**src/rtl/save_serializer.sv**
```systemverilog
`default_nettype none
// ============================================================================
//  Module   : save_serializer
//  Purpose  : Snapshots the 2-bit-per-cell encoded board on a save request and
//             streams it out one cell per valid/ready transfer, in cell-index
//             order, flagging any symbol that is not one-hot (00 or 11).
//  Ports    : clk        - clock, rising edge
//             resetn     - synchronous active-low reset
//             save_req   - start request, honoured only when idle
//             save_vals  - encoded board, cell i at bits [2i+1:2i]
//             out_valid  - symbol on out_data/out_addr is valid
//             out_ready  - downstream accepts the symbol this cycle
//             out_data   - encoded symbol of current cell
//             out_addr   - index of current cell
//             out_last   - current symbol is cell N-1
//             busy       - a save is in progress (not idle)
//             done       - one-cycle pulse after the final transfer
//             enc_error  - sticky: an invalid symbol was transferred
//  Revision : 1.0 - initial release
// ============================================================================
module save_serializer #(
  parameter  int BOARD_LENGTH = 5,
  parameter  int BOARD_HEIGHT = 5,
  localparam int N            = BOARD_LENGTH * BOARD_HEIGHT,
  localparam int ADDR_W       = (N > 1) ? $clog2(N) : 1
) (
  input  logic              clk,
  input  logic              resetn,
  input  logic              save_req,
  input  logic [2*N-1:0]    save_vals,
  output logic              out_valid,
  input  logic              out_ready,
  output logic [1:0]        out_data,
  output logic [ADDR_W-1:0] out_addr,
  output logic              out_last,
  output logic              busy,
  output logic              done,
  output logic              enc_error
);

  localparam logic [ADDR_W-1:0] LAST_IDX = ADDR_W'(N - 1);

  typedef enum logic [1:0] {
    IDLE = 2'd0,
    SEND = 2'd1,
    DONE = 2'd2
  } state_t;

  state_t            state_q, state_d;
  logic [ADDR_W-1:0] idx_q, idx_d;
  logic [2*N-1:0]    shadow_q, shadow_d;
  logic              err_q, err_d;

  logic [1:0]        cur_sym;
  logic              is_last;
  logic              xfer;

  // Select the symbol of the current cell out of the snapshot.
  always_comb begin
    cur_sym = 2'b00;
    for (int i = 0; i < N; i++) begin
      if (idx_q == ADDR_W'(i)) begin
        cur_sym = shadow_q[2*i +: 2];
      end
    end
  end

  assign is_last = (idx_q == LAST_IDX);
  assign xfer    = (state_q == SEND) && out_ready;

  // Next-state and datapath update.
  always_comb begin
    state_d  = state_q;
    idx_d    = idx_q;
    shadow_d = shadow_q;
    err_d    = err_q;
    case (state_q)
      IDLE: begin
        if (save_req) begin
          shadow_d = save_vals;
          idx_d    = '0;
          err_d    = 1'b0;
          state_d  = SEND;
        end
      end
      SEND: begin
        if (xfer) begin
          // Valid symbols are one-hot; equal bits mean corruption.
          if (cur_sym[1] == cur_sym[0]) begin
            err_d = 1'b1;
          end
          if (is_last) begin
            state_d = DONE;
          end else begin
            idx_d = idx_q + 1'b1;
          end
        end
      end
      DONE: begin
        state_d = IDLE;
      end
      default: begin
        state_d = IDLE;
      end
    endcase
  end

  always_ff @(posedge clk) begin
    if (!resetn) begin
      state_q  <= IDLE;
      idx_q    <= '0;
      shadow_q <= '0;
      err_q    <= 1'b0;
    end else begin
      state_q  <= state_d;
      idx_q    <= idx_d;
      shadow_q <= shadow_d;
      err_q    <= err_d;
    end
  end

  // Outputs are decoded from registered state only; data and address are
  // forced to zero outside SEND so idle outputs are clean.
  always_comb begin
    out_valid = (state_q == SEND);
    out_data  = (state_q == SEND) ? cur_sym : 2'b00;
    out_addr  = (state_q == SEND) ? idx_q : '0;
    out_last  = (state_q == SEND) && is_last;
    busy      = (state_q != IDLE);
    done      = (state_q == DONE);
    enc_error = err_q;
  end

endmodule
`default_nettype wire
```
**config.mk**
```make
export PLATFORM = sky130hd
export DESIGN_NAME = save_serializer
export DESIGN_NICKNAME = d
export VERILOG_FILES = /design/src/rtl/save_serializer.sv
export SDC_FILE = /design/constraint.sdc
export NUM_CORES = 1
export LEC_CHECK = 0
export BUFFER_PORTS_ARGS = -buffer_cell sky130_fd_sc_hd__buf_2
export CAP_MARGIN = 20
export CORE_ASPECT_RATIO = 0.7
export CORE_MARGIN = 2
export CORE_UTILIZATION = 55
export CTS_CLUSTER_SIZE = 30
export DETAILED_ROUTE_END_ITERATION = 16
export PLACE_DENSITY = 0.8
export SYNTH_ARGS = -nofsm -noshare
export SYNTH_HDL_FRONTEND = slang
export SYNTH_SLANG_ARGS = --single-unit
```
**constraint.sdc**
```tcl
create_clock -name clk -period 3.3 [get_ports clk]
set_clock_uncertainty 0.05 [all_clocks]
set_input_delay 0.495 -clock clk [delete_from_list [all_inputs] [get_ports clk]]
set_output_delay 0.495 -clock clk [all_outputs]
set_load 0.005 [all_outputs]
```
## Word level (Yosys, flattened, before mapping)

Cells that the tools add are included.
W data, S select, Z words.

| storage, ports and cells | value |
|---|---|
| bits in registers | 58 |
| bits of input ports | 54 |
| output and inout bits | 12 |
| word-level logic and storage cells | 86 |

| cells by class | value |
|---|---|
| add/subtract/negate cells | 1 |
| equality and inequality tests | 32 |
| multiplexer cells | 39 |
| reduce and logical (&&, ||, !) cells | 10 |

Operators by type and width:

| cell | number |
|---|---|
| $mux W2 | 29 |
| $eq A5 B5 Y1 const B | 9 |
| $eq A5 B4 Y1 const B | 8 |
| $eq A5 B3 Y1 const B | 4 |
| $mux W5 | 4 |
| $eq A5 B2 Y1 const B | 2 |
| $pmux W5 S2 | 1 |
| $reduce_and A4 Y1 | 2 |
| $ne A2 B1 Y1 const B | 3 |
| $add A5 B1 Y5 const B | 1 |
| $eq A5 B1 Y1 const B | 1 |
| $logic_not A5 Y1 | 1 |
| $ne A2 B2 Y1 const B | 2 |
| $pmux W2 S2 | 1 |
| $reduce_bool A2 Y1 | 2 |
| $mux W1 | 3 |
| $reduce_and A3 Y1 | 1 |
| $eq A2 B1 Y1 const B | 1 |
| $eq A2 B2 Y1 const B | 1 |
| $logic_and A1 B1 Y1 | 2 |
| $logic_not A2 Y1 | 1 |
| $pmux W1 S2 | 1 |
| $reduce_and A2 Y1 | 1 |
| $eq A1 B1 Y1 | 1 |

## Longest topological paths before layout

Gate-level depths: netlist of the first run.

| logic depth | value |
|---|---|
| word-level depth | 30 |
| gate-level depth with buffers | 12 |
| depth with buffers taken out | 11 |

## Least setup slack after synthesis of the first run

OpenSTA, ideal clock, no wires.

| timing | value |
|---|---|
| path kind | reg2out |
| start point | register idx_q[0] |
| end point | output port out_data[0] |
| data arrival time | 1.927 ns |
| data required time | 2.755 ns |
| path slack | 0.828 ns |
| stages on the path, launching flop included | 11 |
| buffers on the path | 1 |
| path through | dfxtp_1 > ha_1 > clkbuf_1 > and3_1 > ha_1 > nor2_1 > nand4_1 > a31oi_1 > a221oi_2 > o21ai_1 > a21oi_1 |

| on the way | value |
|---|---|
| cells in the longest elaborated chain, start to end | 27 |
| elaborated cells on any way between the ends | 51 |
| classes of those cells | eq/ne (24); mux (26); reduce/logical (1) |

Ends and longest elaborated chain:

| what | line | text |
|---|---|---|
| start: declaration | 50 | `logic [ADDR_W-1:0] idx_q, idx_d;` |
| start signal: assignment | 116 | `idx_q <= idx_d;` |
| $logic_not A5 Y1 | 62 | `if (idx_q == ADDR_W'(i)) begin` |
| $mux W2 (24 in series) | 62 |  |
| $mux W2 (*) | 62 |  |
| $mux W2 (*) | 126 | `out_data = (state_q == SEND) ? cur_sym : 2'b00;` |
| end: declaration | 33 | `output logic [1:0] out_data,` |

Mark *: on every way between the ends. The rest lies on a longest branch, timed or not.

## Worst setup path after layout of the first run

Same ends and word-level chain as after synthesis.

==> reports/summary.txt, run 1 <==
Num ports - 66
Worst hold path stage count - 3
Post-detailed-placement half-perimeter wirelength - 5353 um
Synth warn - 0
Headroom to the max-slew limit - 38.76%
Synth Register Bits - 58
Vias in the first global route - 2566
Clock sink count - 58
Area delta synth->final - 17.68%
Share of final-layout standard cells stronger than drive strength 1 - 22.44%
First-pass iteration count of the detailed router - 5
Latest clock arrival within the worst-skew pair - 340 ps
Total of buffers placed on input and output ports - 65
Number of placed instances with taps included - 527
Final-report max-slew violation count - 0
Transition at the pin with the smallest max-transition slack - 918.6 ps
Async S/R FF share, synth - 0%
Outcome - finished clean
Sequential area share after synthesis - 36.80%
Endpoint arrival time on the critical path - 2570 ps
Most frequent cells in the layout - 122 x sky130_fd_sc_hd__nand2_1, 65 x sky130_fd_sc_hd__buf_2, 57 x sky130_fd_sc_hd__dfxtp_1
Type of origin of the critical path - flip-flop
Hold Crit Endpoint - shadow_q[12]
Final setup vio count - 0
Post-DP Area - 0.003466 mm^2
Crit-path max FO - 13
Clock tree from TritonCTS - yes
Leftover overflow at the end of global routing - 0
Non-filler cells in the finished layout - 543
Clock root cell - sky130_fd_sc_hd__clkbuf_8
Diode count - 0
Final #Nets - 523
Core ar. - 0.005640 mm^2
Power per cell area - 415.9 mW/mm^2
Via count - 3037
Routability congestion estimate - 0.9498
Period Utilization, post-route - 94.25%
R2R cell count - 11
Level count of the clock H-tree - 3
Area of the die - 0.006368 mm^2
Final total power - 1.545 mW
Category of cells accounting for the largest share of critical-path delay - compound AO/OA/AOI/OAI gates
Vertical extent of the die - 67.37 um
Critical path buffer and inverter count - 4
Path class of the lowest-slack min-delay path - in -> reg
Cts bufs inserted - 9
Worst reg2reg path endpoint - enc_error
Total routing resource utilization after global routing - 25.33%
Post-route cell area - 0.003714 mm^2
Source of the worst register-to-register timing path - idx_q[0]
Sort of element at the end of the critical path - output pin
Library cells used by synthesis - 57
# Post-CTS Setup Buffers - 0
Most frequent standard cell in the layout excluding fill and tap cells - sky130_fd_sc_hd__nand2_1
Largest stage delay on the critical path - 360 ps
Standby leakage power - 1.491 nW
Register clock-pin slew on the reported worst setup and hold paths - 60 ps
Worst path slowest cell - sky130_fd_sc_hd__dfxtp_2
EDFF count, synth - 0
Reg-to-reg setup timing slack - 730 ps
Data required time of the worst path - 2750 ps
Number of cells produced by synthesis - 413
Maximum vdd drop - 0.3442 mV
Worst setup path category - reg -> out
Post-Syn Area per Cell - 7.640 um^2
Antenna viol nets, final - 0
Final routed wirelength across all metal layers - 7698 um
Number of hold violations in the final report - 0
Avg WL per Cell - 14.18 um
Worst-case hold slack - 351.7 ps
Width of the chip - 94.53 um
Cells along the critical path - inv_2 -> ha_1 -> buf_4 -> clkinvlp_4 -> o311a_1 -> a221oi_1 -> nor3_1 -> o21ai_1 -> a21oi_1 -> buf_2
Flip-flop cell with the highest count after synthesis - sky130_fd_sc_hd__dfxtp_1
Effective utilization at floorplan - 55.94%
Count of standard-cell rows - 23
Fill cell count - 502
Post-Synthesis Cell Area - 0.003156 mm^2
Hold buffers post-CTS - 0
Post-synthesis net count - 472
Largest buffer count on any clock path - 2
Residual DRC - 0
Wire length of the first global-routing pass - 12360 um
Sum Neg Setup Slack - 0 ps
Placement Setup Slack - 324.8 ps
Iter 0 DRT Violations - 191
Min cycle time layout - 3110 ps
Final Util - 65.84%
Avg Vias per Cell - 5.593
Setup slack of the critical path after layout - 189.9 ps
Achievable Freq - 0.3215 GHz
Initial antenna violation count - 0
Maximum number of pins on one net before global-route repair - 58
HP Start - save_vals[12]
Number of max-cap violations - 0
cells by family (layout without fill, tap and decap cells):
| group | Yosys count | in the layout | synth area share, % |
|---|---|---|---|
| adders and majority gates | 5 | 5 | 1.983 |
| buffers and inverters | 44 | 99 | 6.423 |
| xor gates and xnor gates | 3 | 3 | 0.8328 |
| and+or+nand+nor | 187 | 187 | 26.80 |
| DFF | 58 | 58 | 36.80 |
| AOI/OAI and AO/OA | 116 | 116 | 27.16 |
cells in the mapped netlist (2+ instances only):
library cell	number	area, um^2
sky130_fd_sc_hd__o31ai_1	2	15.01
sky130_fd_sc_hd__nor3_1	4	20.02
sky130_fd_sc_hd__nor2_1	14	52.55
sky130_fd_sc_hd__o21ai_1	3	15.01
sky130_fd_sc_hd__buf_4	2	15.01
sky130_fd_sc_hd__dfxtp_1	58	1161
sky130_fd_sc_hd__o21ai_0	15	75.07
sky130_fd_sc_hd__buf_2	6	30.03
sky130_fd_sc_hd__or2_2	2	12.51
sky130_fd_sc_hd__nand4_1	2	12.51
sky130_fd_sc_hd__a31oi_1	4	25.02
sky130_fd_sc_hd__nand3_1	7	35.03
sky130_fd_sc_hd__o22ai_1	3	18.77
sky130_fd_sc_hd__nand2_1	122	457.9
sky130_fd_sc_hd__a21oi_1	9	45.04
sky130_fd_sc_hd__a211oi_1	3	22.52
sky130_fd_sc_hd__o21a_1	2	15.01
sky130_fd_sc_hd__a22oi_1	2	15.01
sky130_fd_sc_hd__clkbuf_1	20	75.07
sky130_fd_sc_hd__nand2b_1	8	50.05
sky130_fd_sc_hd__nand3b_1	4	30.03
sky130_fd_sc_hd__inv_2	2	7.510
sky130_fd_sc_hd__and3_1	2	12.51
sky130_fd_sc_hd__nor2b_1	5	31.28
sky130_fd_sc_hd__a221oi_1	5	43.79
sky130_fd_sc_hd__or3_1	2	12.51
sky130_fd_sc_hd__and2_1	5	31.28
sky130_fd_sc_hd__nor3b_2	2	25.02
sky130_fd_sc_hd__ha_1	5	62.56
sky130_fd_sc_hd__a21boi_0	51	382.9
sky130_fd_sc_hd__xor2_1	3	26.28
sky130_fd_sc_hd__buf_6	3	33.78
sky130_fd_sc_hd__inv_1	11	41.29
sky130_fd_sc_hd__o211ai_1	2	15.01
power by group:
part / internal, mW / switching (mW) / total (mW) / leakage [nW]
Sequential: 0.742 / 0.0312 / 0.773 / 0.476
Combinational: 0.0914 / 0.112 / 0.203 / 0.923
Clock: 0.305 / 0.263 / 0.568 / 0.0920
Total: 1.14 / 0.406 / 1.54 / 1.49
state kept, by name, indices dropped and copies added, names as in the netlist:
signal	cells
idx_q	5
shadow_q	50
state_q	2
enc_error	1
tightest hold or removal path, delay by kind of cell:
family | cells | cell delay, ps
and+or+nand+nor | 1 | 40
AOI/OAI and AO/OA | 1 | 60
buffers and inverters | 1 | 90
final cells by class:
class / count / area (um^2) / share of cell area (%)
inverters: 13 / 52.55 / 1.415
flip-flops and latches: 58 / 1162 / 31.30
well taps: 75 / 93.84 / 2.527
repair buffers: 71 / 390.4 / 10.51
clock inverters: 3 / 15.01 / 0.4043
multi-input cells: 311 / 1844 / 49.66
clock buffers: 12 / 155.1 / 4.178
layer usage:
| metal | GRT usage (%) | vias up | share of wire [%] |
|---|---|---|---|
| met5 | 0 | - | 0 |
| met4 | 6.341 | 0 | 1.1 |
| met3 | 9.040 | 9 | 7.4 |
| met2 | 36.79 | 115 | 42 |
| met1 | 35.86 | 1396 | 49 |
| li1 | - | 1517 | - |
how the worst max path moves through the flow:
stage / startpoint / end / slack, ps / cells after the start
after detailed placement: idx_q[1] / out_data[0] / 320 / 9
after global placement: idx_q[1] / out_data[0] / 420 / 9
final: idx_q[0] / out_data[0] / 190 / 10
after floorplan: idx_q[0] / out_data[0] / 830 / 10
after CTS: idx_q[0] / out_data[1] / 30 / 10
after global routing: idx_q[1] / out_data[0] / -0.3 / 9
timing repair:
action / CTS / global route
gates resized for setup: 1 / 10
pin swaps: 0 / 1
endpoints found under the hold margin: 0 / 0
setup endpoints to repair: 1 / 2
Power figures use the tool's default switching activity.
==> run 2, diff against run 1 <==
==> constraint.sdc (replaced) <==
create_clock -name clk -period 3.3 [get_ports clk]
set_clock_uncertainty 0.05 [all_clocks]
set_input_delay 0.165 -clock clk [delete_from_list [all_inputs] [get_ports clk]]
set_output_delay 0.165 -clock clk [all_outputs]
set_load 0.005 [all_outputs]
==> run 2 against run 1 <==
  * Combinational power is 4% lower
  * Setup slack better by 11 ps
  * Design area is 1.3% lower
  * Non-clock buffer count is 2 lower
  * Final cell count is 0.37% lower
  * Worst hold slack worse by 330 ps
  * Critical path type unchanged
  * Highest routed layer unchanged
  * Sequential cell count stayed put
  * Largest cell class unchanged
==> reports/summary.txt, run 2 (same netlist as run 1, synthesis figures left out) <==
Outcome - finished clean (unchanged)
Residual DRC - 0 (unchanged)
Hold buffers post-CTS - 0 (unchanged)
Most frequent standard cell in the layout excluding fill and tap cells - sky130_fd_sc_hd__nand2_1 (unchanged)
Largest register FFs - 50 (unchanged)
Initial antenna violation count - 0 (unchanged)
Level count of the clock H-tree - 3 (unchanged)
Latest clock arrival within the worst-skew pair - 340 ps (about the same)
Total routing resource utilization after global routing - 26.11% (was 25.33%)
Antenna viol nets, final - 0 (unchanged)
Maximum number of pins on one net before global-route repair - 58 (unchanged)
Clock tree from TritonCTS - yes (unchanged)
Standby leakage power - 1.479 nW (was 1.491 nW)
Crit-path max FO - 15 (was 13)
Sw Ratio - 24.94% (was 26.31%)
Area of the die - 0.006368 mm^2 (unchanged)
Type of origin of the critical path - flip-flop (unchanged)
Clock sink count - 58 (unchanged)
Clock root cell - sky130_fd_sc_hd__clkbuf_8 (unchanged)
Period Utilization, post-route - 93.92% (was 94.25%)
Effective utilization at floorplan - 55.94% (unchanged)
Proportion of power drawn by the clock network - 41.0% (was 36.8%)
Register clock-pin slew on the reported worst setup and hold paths - 60 ps (about the same)
Core ar. - 0.005640 mm^2 (unchanged)
Power per cell area - 447.0 mW/mm^2 (was 415.9 mW/mm^2)
Share of final-layout standard cells stronger than drive strength 1 - 20.82% (was 22.44%)
Unrepaired setup endpoints after global routing - false
Worst setup path category - reg -> out (unchanged)
Maximum vdd drop - 0.2467 mV (was 0.3442 mV)
Area delta synth->final - 16.14% (was 17.68%)
Final total power - 1.638 mW (was 1.545 mW)
Largest register by flop count - shadow_q (unchanged)
Routability congestion estimate - 0.9572 (was 0.9498)
Achievable Freq - 0.3227 GHz (was 0.3215 GHz)
Largest buffer count on any clock path - 2 (unchanged)
Endpoint arrival time on the critical path - 2880 ps (was 2570 ps)
Post-detailed-placement half-perimeter wirelength - 5375 um (was 5353 um)
Width of the chip - 94.53 um (unchanged)
Regs by FF count - shadow_q x50, idx_q x5, state_q x2 (unchanged)
Count of standard-cell rows - 23 (unchanged)
Number of hold violations in the final report - 0 (unchanged)
Gate power share - 11.8% (was 13.2%)
Routing layer with the top usage in global route - met2 (unchanged)
Total of buffers placed on input and output ports - 65 (unchanged)
Path class of the lowest-slack min-delay path - in -> reg (unchanged)
Global routing met3 resource utilization - 7.701% (was 9.040%)
Final routed wirelength across all metal layers - 7896 um (was 7698 um)
Cts bufs inserted - 9 (unchanged)
Transition at the pin with the smallest max-transition slack - 999.8 ps (was 918.6 ps)
Net load switching power - 0.4085 mW (was 0.4064 mW)
Headroom to the max-slew limit - 33.19% (was 38.76%)
Design internal power - 1.230 mW (was 1.138 mW)
Min cycle time layout - 3099 ps (was 3110 ps)
Vias in the first global route - 2565 (was 2566)
Grt met1 use - 37.53% (was 35.86%)
Leftover overflow at the end of global routing - 0 (unchanged)
Num ports - 66 (unchanged)
Share of power burned in registers - 47.2% (was 50.0%)
Sum Neg Setup Slack - 0 ps (unchanged)
Data required time of the worst path - 3080 ps (was 2750 ps)
Wire length of the first global-routing pass - 12650 um (was 12360 um)
Final setup vio count - 0 (unchanged)
Diode count - 0 (unchanged)
Final #Nets - 521 (was 523)
GR met2 Demand/Resource - 38.04% (was 36.79%)
Via count - 3016 (was 3037)
Iter 0 DRT Violations - 301 (was 191)
Avg WL per Cell - 14.60 um (was 14.18 um)
Avg Vias per Cell - 5.575 (was 5.593)
Vertical extent of the die - 67.37 um (unchanged)
Final-report max-slew violation count - 0 (unchanged)
Most frequent cells in the layout - 122 x sky130_fd_sc_hd__nand2_1, 65 x sky130_fd_sc_hd__buf_2, 58 x sky130_fd_sc_hd__dfxtp_1 (was 122 x sky130_fd_sc_hd__nand2_1, 65 x sky130_fd_sc_hd__buf_2, 57 x sky130_fd_sc_hd__dfxtp_1)
First-pass iteration count of the detailed router - 6 (was 5)
Number of max-cap violations - 0 (unchanged)
Sort of element at the end of the critical path - output pin (unchanged)
## run 2: cell count changes in the layout (fill, tap and decap cells not counted), sizes merged
cell,change
buf,-2
clkinv,-2
bufinv,+1
clkbuf,+1
clkinvlp,-1
inv,+1
## run 2: layout make-up
class | count | area [um^2]
inverters | 13 | 48.80
flip-flops and latches | 58 | 1161
multi-input cells | 311 | 1802
well taps | 75 | 93.84
fillers | 516 | 1976
clock inverters | 2 | 35.03
clock buffers | 13 | 168.9
repair buffers | 69 | 355.3
## run 2: per-layer routing
| metal | vias up | share of wire, % |
|---|---|---|
| met1 | 1348 | 48 |
| met3 | 17 | 9.6 |
| li1 | 1508 | - |
| met4 | 0 | 1.5 |
| met2 | 143 | 41 |
| met5 | - | 0 |
## run 2: worst max-delay path, stage by stage, from the launching register on
cell	delay, ps
sky130_fd_sc_hd__dfxtp_1	340
sky130_fd_sc_hd__inv_1	150
sky130_fd_sc_hd__ha_1	500
sky130_fd_sc_hd__buf_4	270
sky130_fd_sc_hd__nand2b_1	170
sky130_fd_sc_hd__a211oi_1	70
sky130_fd_sc_hd__o41ai_1	360
sky130_fd_sc_hd__a21oi_1	150
sky130_fd_sc_hd__o21ai_1	250
sky130_fd_sc_hd__and2_1	170
sky130_fd_sc_hd__buf_2	110
## run 2: final timing paths
kind	start	end	slack, ps	depth (start not counted)
worst max-delay path	idx_q[0]	out_data[1]	200	10
worst min-delay path	save_vals[35]	shadow_q[35]	20	3
worst min register to register	shadow_q[6]	shadow_q[6]	420	2
worst max register to register	idx_q[1]	enc_error	560	11
## run 2: metrics by stage
step / std cells / setup slack (ps) / util (%) / instance area (um^2) / hold WS, ps
finish: 541 / 200.7 / 64.97 / 3665 / 17.74
global route: 541 / 62.22 / 64.97 / 3665 / 11.18
CTS: 541 / 236.2 / 64.93 / 3662 / 9.630
detailed placement: 526 / 677.7 / 61.31 / 3458 / 375.3
global placement: 526 / 761.5 / 61.31 / 3458 / 367.6
floorplan: 413 / 1072 / - / 3156 / 259.9
## run 2: power by group through the flow
stage	Sequential [mW]	Combinational, mW	Clock [mW]
6_report	0.773	0.194	0.672
3_5_place_dp	0.787	0.191	0
5_1_grt	0.776	0.221	0.715
4_1_cts	0.772	0.193	0.687
2_1_floorplan	0.773	0.137	0
3_3_place_gp	0.786	0.185	0
## run 2: repair_timing
item                       in CTS  in global routing
buffers inserted                0                  0
setup endpoints to repair       0                  1
gates resized for setup         0                  1
==> run 3, diff against run 2 <==
CTS_BUF_LIST = sky130_fd_sc_hd__clkbuf_4 sky130_fd_sc_hd__clkbuf_8 sky130_fd_sc_hd__clkbuf_16   (was unset)
==> run 3 against run 2 <==
  * Utilization is 0.066 points higher
  * First-iteration DRC count is 7.0% higher
  * Via count is 0.76% higher
  * Sequential cell count stayed put
  * Worst hold slack worse by 3.5 ps
  * Global-route usage is 0.060 points higher
  * Design area is 0.10% higher
  * Register-to-register slack better by 40 ps
  * Count of clock-buffer cells in the layout stayed put
  * Setup slack better by 16 ps
  * Largest power group unchanged
==> reports/summary.txt, run 3 (same netlist as run 1, synthesis figures left out) <==
Sum Neg Setup Slack - 0 ps (unchanged)
Transition at the pin with the smallest max-transition slack - 1007 ps (was 999.8 ps)
Register clock-pin slew on the reported worst setup and hold paths - 60 ps (about the same)
Iter 0 DRT Violations - 322 (was 301)
Number of max-cap violations - 0 (unchanged)
Sort of element at the end of the critical path - output pin (unchanged)
Residual DRC - 0 (unchanged)
Worst setup path category - reg -> out (unchanged)
Effective utilization at floorplan - 55.94% (unchanged)
Crit-path max FO - 15 (unchanged)
Width of the chip - 94.53 um (unchanged)
Initial antenna violation count - 0 (unchanged)
Area of the die - 0.006368 mm^2 (unchanged)
Headroom to the max-slew limit - 32.68% (was 33.19%)
Hold buffers post-CTS - 0 (unchanged)
Worst hold path stage count - 3 (unchanged)
Clock tree from TritonCTS - yes (unchanged)
Final total power - 1.653 mW (was 1.638 mW)
Endpoint arrival time on the critical path - 2870 ps (was 2880 ps)
Post-detailed-placement half-perimeter wirelength - 5375 um (unchanged)
Vias in the first global route - 2579 (was 2565)
Final routed wirelength across all metal layers - 7887 um (was 7896 um)
Clock root cell - sky130_fd_sc_hd__clkbuf_8 (unchanged)
Data required time of the worst path - 3080 ps (about the same)
Avg Vias per Cell - 5.617 (was 5.575)
Unrepaired setup endpoints after global routing - false (unchanged)
Regs by FF count - shadow_q x50, idx_q x5, state_q x2 (unchanged)
Most frequent cells in the layout - 122 x sky130_fd_sc_hd__nand2_1, 65 x sky130_fd_sc_hd__buf_2, 58 x sky130_fd_sc_hd__dfxtp_1 (unchanged)
Wire length of the first global-routing pass - 12680 um (was 12650 um)
Level count of the clock H-tree - 3 (unchanged)
Num ports - 66 (unchanged)
Cts bufs inserted - 9 (unchanged)
Min cycle time layout - 3083 ps (was 3099 ps)
Maximum vdd drop - 0.2474 mV (was 0.2467 mV)
Area delta synth->final - 16.26% (was 16.14%)
Avg WL per Cell - 14.58 um (was 14.60 um)
Vertical extent of the die - 67.37 um (unchanged)
Count of standard-cell rows - 23 (unchanged)
Share of final-layout standard cells stronger than drive strength 1 - 21.03% (was 20.82%)
Diode count - 0 (unchanged)
Type of origin of the critical path - flip-flop (unchanged)
Path class of the lowest-slack min-delay path - in -> reg (unchanged)
Largest buffer count on any clock path - 2 (unchanged)
Final setup vio count - 0 (unchanged)
Routability congestion estimate - 0.9572 (unchanged)
Power per cell area - 450.5 mW/mm^2 (was 447.0 mW/mm^2)
Clock sink count - 58 (unchanged)
Outcome - finished clean (unchanged)
Achievable Freq - 0.3244 GHz (was 0.3227 GHz)
Final #Nets - 521 (unchanged)
Antenna viol nets, final - 0 (unchanged)
Total of buffers placed on input and output ports - 65 (unchanged)
Total routing resource utilization after global routing - 26.17% (was 26.11%)
Final-report max-slew violation count - 0 (unchanged)
Number of hold violations in the final report - 0 (unchanged)
Period Utilization, post-route - 93.43% (was 93.92%)
Maximum number of pins on one net before global-route repair - 58 (unchanged)
Standby leakage power - 1.482 nW (was 1.479 nW)
First-pass iteration count of the detailed router - 5 (was 6)
Latest clock arrival within the worst-skew pair - 350 ps (was 340 ps)
Most frequent standard cell in the layout excluding fill and tap cells - sky130_fd_sc_hd__nand2_1 (unchanged)
Via count - 3039 (was 3016)
Core ar. - 0.005640 mm^2 (unchanged)
Largest register by flop count - shadow_q (unchanged)
Largest register FFs - 50 (unchanged)
R2R cell count - 10 (was 11)
Leftover overflow at the end of global routing - 0 (unchanged)
==> run 3: path summary, 6_finish.rpt <==
| kind | from | end | slack, ps |
|---|---|---|---|
| worst max-delay path | idx_q[0] | out_data[1] | 220 |
| worst min-delay path | save_vals[35] | shadow_q[35] | 10 |
| worst max register to register | idx_q[0] | enc_error | 600 |
| worst min register to register | shadow_q[6] | shadow_q[6] | 420 |
==> run 3: layer usage <==
layer	part of all wire, %	up-vias	global-route usage, %
met3	9.4	27	7.813
met5	0	-	0
met2	41	165	38.30
met1	48	1336	37.35
met4	2.1	0	7.609
li1	-	1511	-
==> run 3: area by class of cell <==
cell class                 instances  area [um^2]
clock inverter                     2        35.03
sequential                        58         1161
clock buffer                      13        172.7
timing repair buffer              69        355.3
tap                               75        93.84
multi-input combinational        311         1802
inverter                          13        48.80
fill                             514         1972
==> run 3: through the flow <==
step	cells	hold slack (ps)	area, um^2	worst slack (ps)	util, %
3_3_place_gp	526	367.6	3458	761.5	61.31
5_1_grt	541	11.18	3669	61.82	65.04
4_1_cts	541	9.630	3666	235.9	65.00
2_1_floorplan	413	259.9	3156	1072	-
6_report	541	14.28	3669	217.0	65.04
3_5_place_dp	526	375.3	3458	677.7	61.31
==> run 3: what timing repair did <==
action                     in CTS  in global routing
buffers inserted                0                  0
gates resized for setup         0                  1
setup endpoints to repair       0                  1
==> run 3: report_power, final <==
part	switching, mW	leakage, nW	internal, mW
Combinational	0.110	0.898	0.0831
Sequential	0.0313	0.476	0.742
Clock	0.273	0.109	0.413
==> run 3: worst max-delay path: stages, from the launching register on <==
cell	delay [ps]
sky130_fd_sc_hd__dfxtp_1	340
sky130_fd_sc_hd__inv_1	150
sky130_fd_sc_hd__ha_1	510
sky130_fd_sc_hd__buf_4	270
sky130_fd_sc_hd__nand2b_1	170
sky130_fd_sc_hd__a211oi_1	70
sky130_fd_sc_hd__o41ai_1	350
sky130_fd_sc_hd__a21oi_1	150
sky130_fd_sc_hd__o21ai_1	250
sky130_fd_sc_hd__and2_1	160
sky130_fd_sc_hd__buf_2	110
